--- config.mk ---
export PLATFORM = sky130hd
export DESIGN_NAME = shift_sequencer
export DESIGN_NICKNAME = d
export VERILOG_FILES = /design/src/rtl/shift_sequencer.sv
export SDC_FILE = /design/constraint.sdc
export NUM_CORES = 1
export LEC_CHECK = 0
export ABC_AREA = 1
export CAP_MARGIN = 15
export CORE_ASPECT_RATIO = 1.2
export CORE_MARGIN = 8
export CORE_UTILIZATION = 48
export CTS_BUF_LIST = sky130_fd_sc_hd__clkbuf_4 sky130_fd_sc_hd__clkbuf_8
export CTS_CLUSTER_DIAMETER = 80
export DETAILED_ROUTE_END_ITERATION = 7
export HOLD_SLACK_MARGIN = 0.05
export PLACE_DENSITY = 0.95
export SYNTH_ARGS = -nofsm -noshare
export SYNTH_HDL_FRONTEND = slang
export SYNTH_SLANG_ARGS = --single-unit
--- constraint.sdc ---
create_clock -name clk -period 2.8 [get_ports clk]
set_clock_uncertainty 0.05 [all_clocks]
set_input_delay 0.28 -clock clk [delete_from_list [all_inputs] [get_ports clk]]
set_output_delay 0.28 -clock clk [all_outputs]
set_load 0.05 [all_outputs]
--- src/rtl/shift_sequencer.sv ---
// shift_sequencer: multi-cycle shift controller for the processor shift datapath.
// An N-bit shift runs as N single-bit steps. Left steps go through the external
// combinational shift-left unit (sl_in -> sl_out). Right steps use an internal
// 1-bit shifter with optional sign fill. Start/done handshake, one op in flight.
//
// Handshake: start is sampled only while idle. The op is accepted on the edge
// that samples start=1 in IDLE. busy is high while the op is in flight (SHIFT
// and DONE states). done is a one-cycle registered pulse, and data_out is valid
// in that same cycle. data_out then holds until the next done. start while busy
// is ignored.
//
// Optional feature macro: SHIFT_SEQ_CARRY_EN adds the carry_out port, which
// reports the last bit shifted out of the accumulator.
module shift_sequencer #(
    parameter int WIDTH   = 16,
    parameter int SHAMT_W = 4
) (
    input  logic               clk,
    input  logic               reset,
    input  logic               start,
    input  logic [WIDTH-1:0]   data_in,
    input  logic [SHAMT_W-1:0] shamt,
    input  logic               dir,
    input  logic               arith,
    output logic [WIDTH-1:0]   sl_in,
    input  logic [WIDTH-1:0]   sl_out,
    output logic               busy,
    output logic               done,
    output logic [WIDTH-1:0]   data_out
`ifdef SHIFT_SEQ_CARRY_EN
    ,
    output logic               carry_out
`endif
);

    typedef enum logic [1:0] {
        S_IDLE  = 2'd0,
        S_SHIFT = 2'd1,
        S_DONE  = 2'd2
    } state_t;

    state_t state_q, state_d;

    logic [WIDTH-1:0]   acc_q;
    logic [SHAMT_W-1:0] cnt_q;
    logic               dir_q;
    logic               arith_q;
    logic               done_q;
    logic [WIDTH-1:0]   data_out_q;

    // Control strobes decoded from the current state.
    logic load;
    logic step;
    logic finish;

    // Result of one right step. The fill bit comes from the sign when arith is set.
    logic [WIDTH-1:0] right_step;
    assign right_step = {(arith_q ? acc_q[WIDTH-1] : 1'b0), acc_q[WIDTH-1:1]};

    // State register: reset returns to IDLE and aborts any op in flight.
    always_ff @(posedge clk) begin
        if (reset) begin
            state_q <= S_IDLE;
        end else begin
            state_q <= state_d;
        end
    end

    // Next state: a zero-length shift skips SHIFT. cnt==1 marks the final step.
    always_comb begin
        state_d = state_q;
        case (state_q)
            S_IDLE: begin
                if (start) begin
                    state_d = (shamt == '0) ? S_DONE : S_SHIFT;
                end
            end
            S_SHIFT: begin
                if (cnt_q == SHAMT_W'(1)) begin
                    state_d = S_DONE;
                end
            end
            S_DONE:  state_d = S_IDLE;
            default: state_d = S_IDLE;
        endcase
    end

    // Outputs and datapath strobes decoded from the current state.
    always_comb begin
        busy   = 1'b0;
        load   = 1'b0;
        step   = 1'b0;
        finish = 1'b0;
        case (state_q)
            S_IDLE:  load = start;
            S_SHIFT: begin
                busy = 1'b1;
                step = 1'b1;
            end
            S_DONE: begin
                busy   = 1'b1;
                finish = 1'b1;
            end
            default: ;
        endcase
    end

    // Datapath: latch the operands on accept, take one step per SHIFT cycle,
    // and publish the result in DONE.
    always_ff @(posedge clk) begin
        if (reset) begin
            acc_q      <= '0;
            cnt_q      <= '0;
            dir_q      <= 1'b0;
            arith_q    <= 1'b0;
            done_q     <= 1'b0;
            data_out_q <= '0;
        end else begin
            done_q <= finish;
            if (load) begin
                acc_q   <= data_in;
                cnt_q   <= shamt;
                dir_q   <= dir;
                arith_q <= arith;
            end else if (step) begin
                acc_q <= dir_q ? right_step : sl_out;
                cnt_q <= cnt_q - SHAMT_W'(1);
            end
            if (finish) begin
                data_out_q <= acc_q;
            end
        end
    end

`ifdef SHIFT_SEQ_CARRY_EN
    logic carry_q;
    logic carry_out_q;

    // Carry tracks the bit leaving the accumulator on each step. It is cleared
    // on accept, so a zero-length shift reports 0.
    always_ff @(posedge clk) begin
        if (reset) begin
            carry_q     <= 1'b0;
            carry_out_q <= 1'b0;
        end else begin
            if (load) begin
                carry_q <= 1'b0;
            end else if (step) begin
                carry_q <= dir_q ? acc_q[0] : acc_q[WIDTH-1];
            end
            if (finish) begin
                carry_out_q <= carry_q;
            end
        end
    end

    assign carry_out = carry_out_q;
`endif

    assign sl_in    = acc_q;
    assign done     = done_q;
    assign data_out = data_out_q;

endmodule
==> flow_metrics.env <==
export IMPL_route_detailed_drc=0
export IMPL_tightestPinTransition_ps=651
export IMPL_drive_gt1_share_pct=4.18
export IMPL_synth_warnings=0
export IMPL_clk_path_buf_depth=2
export IMPL_die_w_um=73.9
export IMPL_finalHoldViolCount=0
export IMPL_syn_inst=289
export IMPL_crit_type="register to output port"
export IMPL_grt_first_pass_wirelength_um=9450
export IMPL_setup_worst_path_start_class="register"
export IMPL_fmaxAchievable_mhz=470
export IMPL_cts_htree_levels=2
export IMPL_postLayoutCellArea_sq_um=2800
export IMPL_cts_sinks=41
export IMPL_antenna_found_initial=0
export IMPL_antenna_cells_inserted=0
export IMPL_post_synth_num_cell_types=18
export IMPL_drt_iter0_drc=255
export IMPL_route_final_wire_length_um=5800
export IMPL_clk_pin_slew_worst_paths_ps=80
export IMPL_cts_repair_resize_count=0
export IMPL_initial_utilization_pct=49.4
export IMPL_vdd_ir_drop_max_mv=0.509
export IMPL_io_buffer_count=74
export IMPL_synth_avg_cell_area_sq_um=6.68
export IMPL_track_usage_pct=18.9
export IMPL_clock_insertion_delay_worst_skew_ps=300
export IMPL_placed_cell_area_sq_um=2680
export IMPL_status="finished clean"
export IMPL_critical_path_max_fanout=3
export IMPL_cap_violations=0
export IMPL_tritoncts_num_buffers=5
export IMPL_setup_violations_final=0
export IMPL_period_needed_ps=2130
export IMPL_grt_pass1_vias=2053
export IMPL_syn_to_final_growth_pct=45.0
export IMPL_pre_antenna_drt_iters=4
export IMPL_hpwlAfterDp_um=4360
export IMPL_wl_per_cell_um=14.0
export IMPL_hold_depth=2
export IMPL_synthesis_nets=335
export IMPL_timing_critical_path_arrival_ps=1800
export IMPL_comb_power_share_pct=39.5
export IMPL_num_nets_final=404
export IMPL_cts_hold_buffers_added=0
export IMPL_netlist_area_sq_um=1930
export IMPL_p_switching_mw=0.809
export IMPL_largest_net_degree_at_the_start_of_global_routing=24
export IMPL_final_min_period_over_clock_period_pct=76.0
export IMPL_totalNegativeSetupSlack_ps=0
export IMPL_chipHeight_um=85.5
export IMPL_worst_min_delay_path_category="register to register"
export IMPL_pwr_share_seq_pct=36.2
export IMPL_timing_final_max_slew_violations=0
export IMPL_leakage_nw=1.27
export IMPL_tritoncts_clock_tree="yes"
export IMPL_dr_total_vias=2129
export IMPL_gp_congestion=0.824
export IMPL_worst_r2r_cell_count=8
export IMPL_finalCoreUtilization_pct=71.6
export IMPL_p_clk_share_pct=24.3
export IMPL_worst_hold_slack_ps=435
export IMPL_postSynthRegisterBits=41
export IMPL_power_switching_fraction_pct=39.3
export IMPL_worst_slew_margin_rel_pct=56.6
export IMPL_clockRootBuffer="clkbuf_8"
export IMPL_powerDensity_nw_per_um2=736
export IMPL_die_area_sq_um=6320
export IMPL_critical_path_endpoint_type="output port"
export IMPL_postCtsSetupRepairBufs=0
export IMPL_timing_critical_path_required_ps=2470
export IMPL_core_region_area_sq_um=3910
export IMPL_internal_power_mw=1.25
export IMPL_sequential_cell_area_fraction_in_the_yosys_report_pct=42.5
export IMPL_worst_slack_ps=673
export IMPL_overflow_left_after_global_routing=0
export IMPL_io_pin_count=75
export IMPL_drt_vias_per_instance=5.15
export IMPL_rsz_0062_raised_after_global_routing="false"
export IMPL_placementRows=25
export IMPL_dpl_worst_slack_ps=767
export IMPL_route_antenna_remaining_nets=0
-- metal layers --
layer / share of wire [%] / vias to the layer above / wire (um) / global-route usage [%]
met1: 40 / 951 / 2310 / 21.6
li1: - / 1055 / - / -
met5: 0 / - / 0 / 0
met4: 1.6 / 0 / 93 / 7.47
met2: 49 / 112 / 2850 / 31.7
met3: 9.5 / 11 / 552 / 5.66
-- Yosys cell counts, drive strengths merged --
cell / n / share of area [%]
a21oi: 12 / 3.1
a31oi: 10 / 3.2
buf: 13 / 3.9
clkbuf: 2 / 0.39
dfxtp: 41 / 43
ha: 5 / 3.2
inv: 22 / 4.3
nand2: 101 / 20
nand3: 9 / 2.3
nand4: 2 / 0.65
nor2: 39 / 7.6
o211ai: 1 / 0.39
o21ai: 31 / 8.0
xor2: 1 / 0.45
-- state kept, by name, indices dropped and copies added, names as in the netlist --
name	count
cnt_q	4
done	1
data_out	16
sl_in	16
arith_q	1
dir_q	1
state_q	2
-- final timing paths --
check             startpoint        to  slack [ps]
setup / recovery  state_q[0]      busy         670
hold reg to reg      arith_q   arith_q         440
hold / removal       arith_q   arith_q         440
setup reg to reg  state_q[0]  cnt_q[1]         830
-- power by group through the flow --
| stage | Combinational [mW] | Clock, mW | Sequential (mW) |
|---|---|---|---|
| after global placement | 0.794 | 0 | 0.753 |
| after floorplan | 0.304 | 0 | 0.993 |
| after global routing | 0.877 | 0.533 | 0.756 |
| final | 0.815 | 0.501 | 0.746 |
| after CTS | 0.817 | 0.505 | 0.744 |
| after detailed placement | 0.811 | 0 | 0.756 |
-- final cells by class --
class | count | area (sq um)
inverters | 22 | 82.6
repair buffers | 77 | 763
flip-flops and latches | 41 | 821
clock inverters | 1 | 30.0
fillers | 312 | 1110
clock buffers | 7 | 90.1
multi-input cells | 211 | 945
well taps | 54 | 67.6
-- metrics by stage --
step / cells / power, mW
2_1_floorplan: 289 / 1.30
3_3_place_gp: 405 / 1.55
3_5_place_dp: 405 / 1.57
4_1_cts: 413 / 2.07
5_1_grt: 413 / 2.17
6_report: 413 / 2.06
-- placed cells by master (no fill, tap or decap) --
cell / synthesis / final
nand3_1: 9 / 9
nand2_2: 2 / 2
o21ai_0: 30 / 30
nand4_1: 2 / 2
nand2_1: 99 / 99
o211ai_1: 1 / 1
o21ai_1: 1 / 1
clkdlybuf4s50_1: 0 / 74
inv_2: 2 / 2
bufinv_16: 0 / 1
clkbuf_8: 0 / 6
xor2_1: 1 / 1
clkbuf_4: 0 / 1
buf_4: 4 / 3
dfxtp_1: 41 / 41
a21oi_1: 12 / 12
nor2_1: 39 / 39
ha_1: 5 / 5
inv_1: 20 / 20
a31oi_1: 10 / 10
-- logic make-up (layout without fill, tap and decap cells) --
| logic type | after synthesis | in the layout | share of synthesized area, % |
|---|---|---|---|
| AO/OA/AOI/OAI | 54 | 54 | 14.8 |
| buffers and inverters | 37 | 107 | 8.55 |
| XOR/XNOR | 1 | 1 | 0.454 |
| AND/OR/NAND/NOR | 151 | 151 | 30.5 |
| flip-flops | 41 | 41 | 42.5 |
| adder cells (fa/ha/maj) | 5 | 5 | 3.24 |
-- worst max-delay path: stages, from the launching register on --
cell and delay [ps]:
dfxtp_1 360, inv_1 70, ha_1 270, clkdlybuf4s50_1 800
Power figures use the tool's default switching activity.
